`config.mk`:
```
export PLATFORM = sky130hd
export DESIGN_NAME = alu_arbiter
export DESIGN_NICKNAME = d
export VERILOG_FILES = /design/src/rtl/alu_arbiter.sv
export SDC_FILE = /design/constraint.sdc
export NUM_CORES = 1
export LEC_CHECK = 0
export CORE_ASPECT_RATIO = 0.5
export CORE_MARGIN = 2
export CORE_UTILIZATION = 30
export DETAILED_ROUTE_END_ITERATION = 12
export HOLD_SLACK_MARGIN = 0.1
export PLACE_DENSITY = 0.71
export SYNTH_ARGS = -nofsm -noshare
export SYNTH_HDL_FRONTEND = slang
export SYNTH_SLANG_ARGS = --single-unit
```
`constraint.sdc`:
```
create_clock -name clk -period 3.2 [get_ports clk]
set_input_delay 0.64 -clock clk [delete_from_list [all_inputs] [get_ports clk]]
set_output_delay 0.64 -clock clk [all_outputs]
set_load 0.01 [all_outputs]
```
`src/rtl/alu_arbiter.sv`:
```
// Round-robin arbiter sharing one ALU between two requesters, with an
// optional hi-register lock held from MUL/DIV until the owner's MFHI.
module alu_arbiter #(
  parameter int N        = 32,
  parameter int LOCK_MAX = 16
) (
  input  logic         clk,
  input  logic         rst,
  input  logic         req0_valid,
  output logic         req0_ready,
  input  logic [N-1:0] req0_x,
  input  logic [N-1:0] req0_y,
  input  logic [3:0]   req0_mode,
  input  logic         req0_lock,
  input  logic         req1_valid,
  output logic         req1_ready,
  input  logic [N-1:0] req1_x,
  input  logic [N-1:0] req1_y,
  input  logic [3:0]   req1_mode,
  input  logic         req1_lock,
  output logic         resp0_valid,
  output logic         resp1_valid,
  output logic [N-1:0] resp_z,
  output logic [1:0]   lock_owner,
  output logic         lock_expired,
  output logic [N-1:0] alu_x,
  output logic [N-1:0] alu_y,
  output logic [3:0]   alu_mode,
  input  logic [N-1:0] alu_z
);

  localparam int CW = $clog2(LOCK_MAX + 1);

  localparam logic [3:0] MODE_NOP  = 4'b0000;
  localparam logic [3:0] MODE_MUL  = 4'b0011;
  localparam logic [3:0] MODE_DIV  = 4'b0100;
  localparam logic [3:0] MODE_MFHI = 4'b1101;

  typedef enum logic [1:0] {
    UNLOCKED = 2'b00,
    LOCK0    = 2'b01,
    LOCK1    = 2'b10
  } lock_state_t;

  lock_state_t   state, state_next;
  logic [CW-1:0] cnt, cnt_next;
  logic          expired_next;
  logic          rr_ptr;
  logic          grant0, grant1, hs, win;
  logic [N-1:0]  win_x, win_y;
  logic [3:0]    win_mode;
  logic          win_lock;
  logic          issue_valid, issue_id;
  logic          resp_valid, resp_id;

  // Grant is purely combinational; nothing is granted while reset is held.
  always_comb begin
    grant0 = 1'b0;
    grant1 = 1'b0;
    if (!rst) begin
      unique case (state)
        LOCK0: grant0 = req0_valid;
        LOCK1: grant1 = req1_valid;
        default: begin
          grant0 = req0_valid && (!req1_valid || !rr_ptr);
          grant1 = req1_valid && (!req0_valid ||  rr_ptr);
        end
      endcase
    end
  end

  assign hs       = grant0 | grant1;
  assign win      = grant1;
  assign win_x    = win ? req1_x    : req0_x;
  assign win_y    = win ? req1_y    : req0_y;
  assign win_mode = win ? req1_mode : req0_mode;
  assign win_lock = win ? req1_lock : req0_lock;

  // While locked only the owner can handshake, so hs implies an owner handshake.
  // The timeout fires on the edge completing LOCK_MAX idle cycles, so the
  // counter clears instead of ever holding LOCK_MAX.
  always_comb begin
    state_next   = state;
    cnt_next     = cnt;
    expired_next = 1'b0;
    unique case (state)
      UNLOCKED: begin
        if (hs && win_lock && (win_mode == MODE_MUL || win_mode == MODE_DIV)) begin
          state_next = win ? LOCK1 : LOCK0;
          cnt_next   = '0;
        end
      end
      LOCK0, LOCK1: begin
        if (hs) begin
          cnt_next = '0;
          if (win_mode == MODE_MFHI) state_next = UNLOCKED;
        end else if (cnt == CW'(LOCK_MAX - 1)) begin
          state_next   = UNLOCKED;
          cnt_next     = '0;
          expired_next = 1'b1;
        end else begin
          cnt_next = cnt + CW'(1);
        end
      end
      default: begin
        state_next = UNLOCKED;
        cnt_next   = '0;
      end
    endcase
  end

  always_ff @(posedge clk) begin
    if (rst) begin
      state        <= UNLOCKED;
      cnt          <= '0;
      lock_expired <= 1'b0;
      rr_ptr       <= 1'b0;
      alu_x        <= '0;
      alu_y        <= '0;
      alu_mode     <= MODE_NOP;
      issue_valid  <= 1'b0;
      issue_id     <= 1'b0;
      resp_valid   <= 1'b0;
      resp_id      <= 1'b0;
    end else begin
      state        <= state_next;
      cnt          <= cnt_next;
      lock_expired <= expired_next;
      if (hs) begin
        alu_x    <= win_x;
        alu_y    <= win_y;
        alu_mode <= win_mode;
        rr_ptr   <= ~win;
      end else begin
        alu_mode <= MODE_NOP;
      end
      issue_valid <= hs;
      issue_id    <= win;
      resp_valid  <= issue_valid;
      resp_id     <= issue_id;
    end
  end

  always_comb begin
    lock_owner = 2'b00;
    unique case (state)
      LOCK0:   lock_owner = 2'b01;
      LOCK1:   lock_owner = 2'b10;
      default: lock_owner = 2'b00;
    endcase
  end

  assign req0_ready  = grant0;
  assign req1_ready  = grant1;
  assign resp0_valid = resp_valid && !resp_id;
  assign resp1_valid = resp_valid &&  resp_id;
  assign resp_z      = alu_z;

endmodule
```
==> metrics <==
status finished clean; M3 GR Usage 3.95%; sum of buffers and inverters on the critical path 3; P_leak 2.27 nW; CP required 2.56 ns; Synth async-reset ratio 0%; met1 usage 20.9%; fin crit share 95.1%; Die Width 165 µm; Layout Skew 0.00477 ns; first drt pass iteration count 4; RSZ-0062 raised after global routing no; Clock Latency Late Sink 0.33 ns; maxcap violations 0; worst min path class reg2reg; cell family with most CP delay buffers and inverters; total CTS buffers 9; sequential share of the synthesized area 41.6%; hpwl dp 9230 µm; Mapped Area 3900 µm²; Synth Area in Simple Gates 25.9%; initial antenna violation count 0; Pins Over Slew Limit 0; DRC Markers 0; Synth Area in Adders 1.93%; CTS resizes 0; DP Worst Slack 0.213 ns; global routing usage on met2 32.3%; CORE AREA 12700 µm²; top area cells in the synthesized netlist dfxtp_1, a311oi_1, nand2_1, buf_4, nor2_1; Max-slew headroom 62.7%; CTS max path bufs 2; total I/O pin count 281; CP peak stage delay 0.50 ns; layout cells sized above 1 4.75%; Tightest Pin Transition 0.559 ns; CTS Hold Bufs 0; crit end category output pin; top_reg_cell synth dfxtp_1; mux share of post-synthesis cell area 0%; nets 828; IO Port Bufs 216; vias per cell 4.97; crit path DAT 2.40 ns; final antenna-violating net count 0; flop-to-flop setup slack 0.44 ns; Placement Rows 29; gpl congestion 0.797; # clock sinks 81; worst vdd ir 0.258 mV; CP cell instances inv_1 > ha_1 > or3b_1 > nand4b_4 > inv_2 > clkdlybuf4s50_1; xor/xnor share of the synthesized area 0%; setup TNS 0 ns; routed via count 4088; maximum clock rate 0.328 GHz; EDFF count, synth 0; syn_nets 664; Setup Buffers After CTS 0; YS warnings 0; Critical Path Slowest Stage Cell clkdlybuf4s50_1; Setup Viol. Count Final 0; Synth cell types 38; die height 84.6 µm; worst hold slack 0.436 ns; largest net degree at the start of global routing 101; GR peak layer met2; total grt overflow 0; final worst slack 0.156 ns; aggregate global-route resource usage 18.2%; 1st-iter DRT viols 209; most area-hungry cell type in the Yosys netlist dfxtp_1; Yosys reg bits 81; Worst Setup Start Kind flip-flop; top cell type's share of synthesized area 41.6%; Post-Syn Instances 484; per-cell routed wire length 15.9 µm; Final min period 3.04 ns; Starting Density 30.8%; crit path max fanout 9; main combinational cell family by area after synthesis simple AND/OR/NAND/NOR gates; Clock transition at path regs 0.06 ns; final WL 13100 µm; area added between synthesis and finish 60.1%; syn_area_per_cell 8.05 µm²; power after layout 2.73 mW; htree depth 3; pwr dens 438 nW/µm²; final hold violations 0; Synth Area in Compound Gates 19.4%; CTS tree built; vias in the first global route 3936; # diodes 0; CTS Root Cell clkbuf_16; first-pass GRT wire length 20000 µm; WS Path Type reg2out; die area 14000 µm²
sequential cells by signal, summed over array words and instances (netlist names):
| signal | flops |
|---|---|
| resp_id | 1 |
| issue_valid | 1 |
| alu_y | 32 |
| lock_expired | 1 |
| state | 2 |
| resp_valid | 1 |
| rr_ptr | 1 |
| cnt | 5 |
| alu_x | 32 |
| issue_id | 1 |
| alu_mode | 4 |
per-layer routing:
metal  wire length (µm)  share of wire, %  up-vias
li1                   -                 -     1996
met1               5420                41     1927
met2               6610                50      127
met3                642               4.9       38
met4                427               3.3        0
met5                  0                 0        -
Yosys cell counts, types with 4 or more instances:
master    count
nand4_1       4
a311oi_1     64
nor2_1       65
nand2b_1      7
nor2b_1       6
buf_2        14
nand3_1       4
a21oi_1       4
nand2_1     130
inv_1         6
clkbuf_1     22
a22o_1        4
dfxtp_1      81
ha_1          6
buf_4        33
cell type report:
type	count	area, µm²
Multi-Input combinational cell	326	1850
Fill cell	1220	6420
Tap cell	170	213
Sequential cell	81	1620
Inverter	7	26.3
Clock buffer	14	284
Timing Repair Buffer	223	2230
Clock inverter	2	10.0
report_power, final:
part / total (mW) / switching [mW] / internal, mW / leakage, nW
Combinational: 0.595 / 0.245 / 0.350 / 1.45
Sequential: 1.13 / 0.0390 / 1.09 / 0.667
Clock: 1.01 / 0.400 / 0.609 / 0.149
Total: 2.73 / 0.684 / 2.05 / 2.27
final timing paths:
kind                                   end     start  cells past startpoint
worst max-delay path            req1_ready  state[0]                      6
worst min-delay path               resp_id  issue_id                      1
worst max register to register   alu_y[15]  state[0]                      8
worst min register to register     resp_id  issue_id                      1
cells by family (layout without fill, tap and decap cells):
logic type,after synthesis,count (layout)
adder cells (fa/ha/maj),6,6
buffers and inverters,77,246
AO/OA/AOI/OAI,88,88
AND/OR/NAND/NOR,232,232
flip-flops,81,81
per-stage QoR:
step | area (µm²) | utilization [%] | instances
2_1_floorplan | 3900 | - | 484
3_3_place_gp | 5950 | 47.0 | 807
3_5_place_dp | 5950 | 47.0 | 807
4_1_cts | 6240 | 49.3 | 823
5_1_grt | 6240 | 49.3 | 823
6_report | 6240 | 49.3 | 823
placed cells by master (no fill, tap or decap), types with 2 or more instances in the layout:
master and instances:
clkdlybuf4s50_1 215, nand2_1 130, dfxtp_1 81, nor2_1 65
a311oi_1 64, clkbuf_16 9, nand2b_1 7, nor2b_1 6
ha_1 6, inv_1 5, buf_4 5, a22o_1 4
nand4_1 4, a21oi_1 4, clkbuf_8 4, nand3_1 3
nor3_1 3, a311o_1 3, or3b_1 2, inv_2 2
nand3b_1 2, nand4b_1 2, a31oi_1 2, and4_1 2
a32o_1 2, clkinv_2 2, buf_12 2
Note: power is estimated with default switching activity, not from simulation.
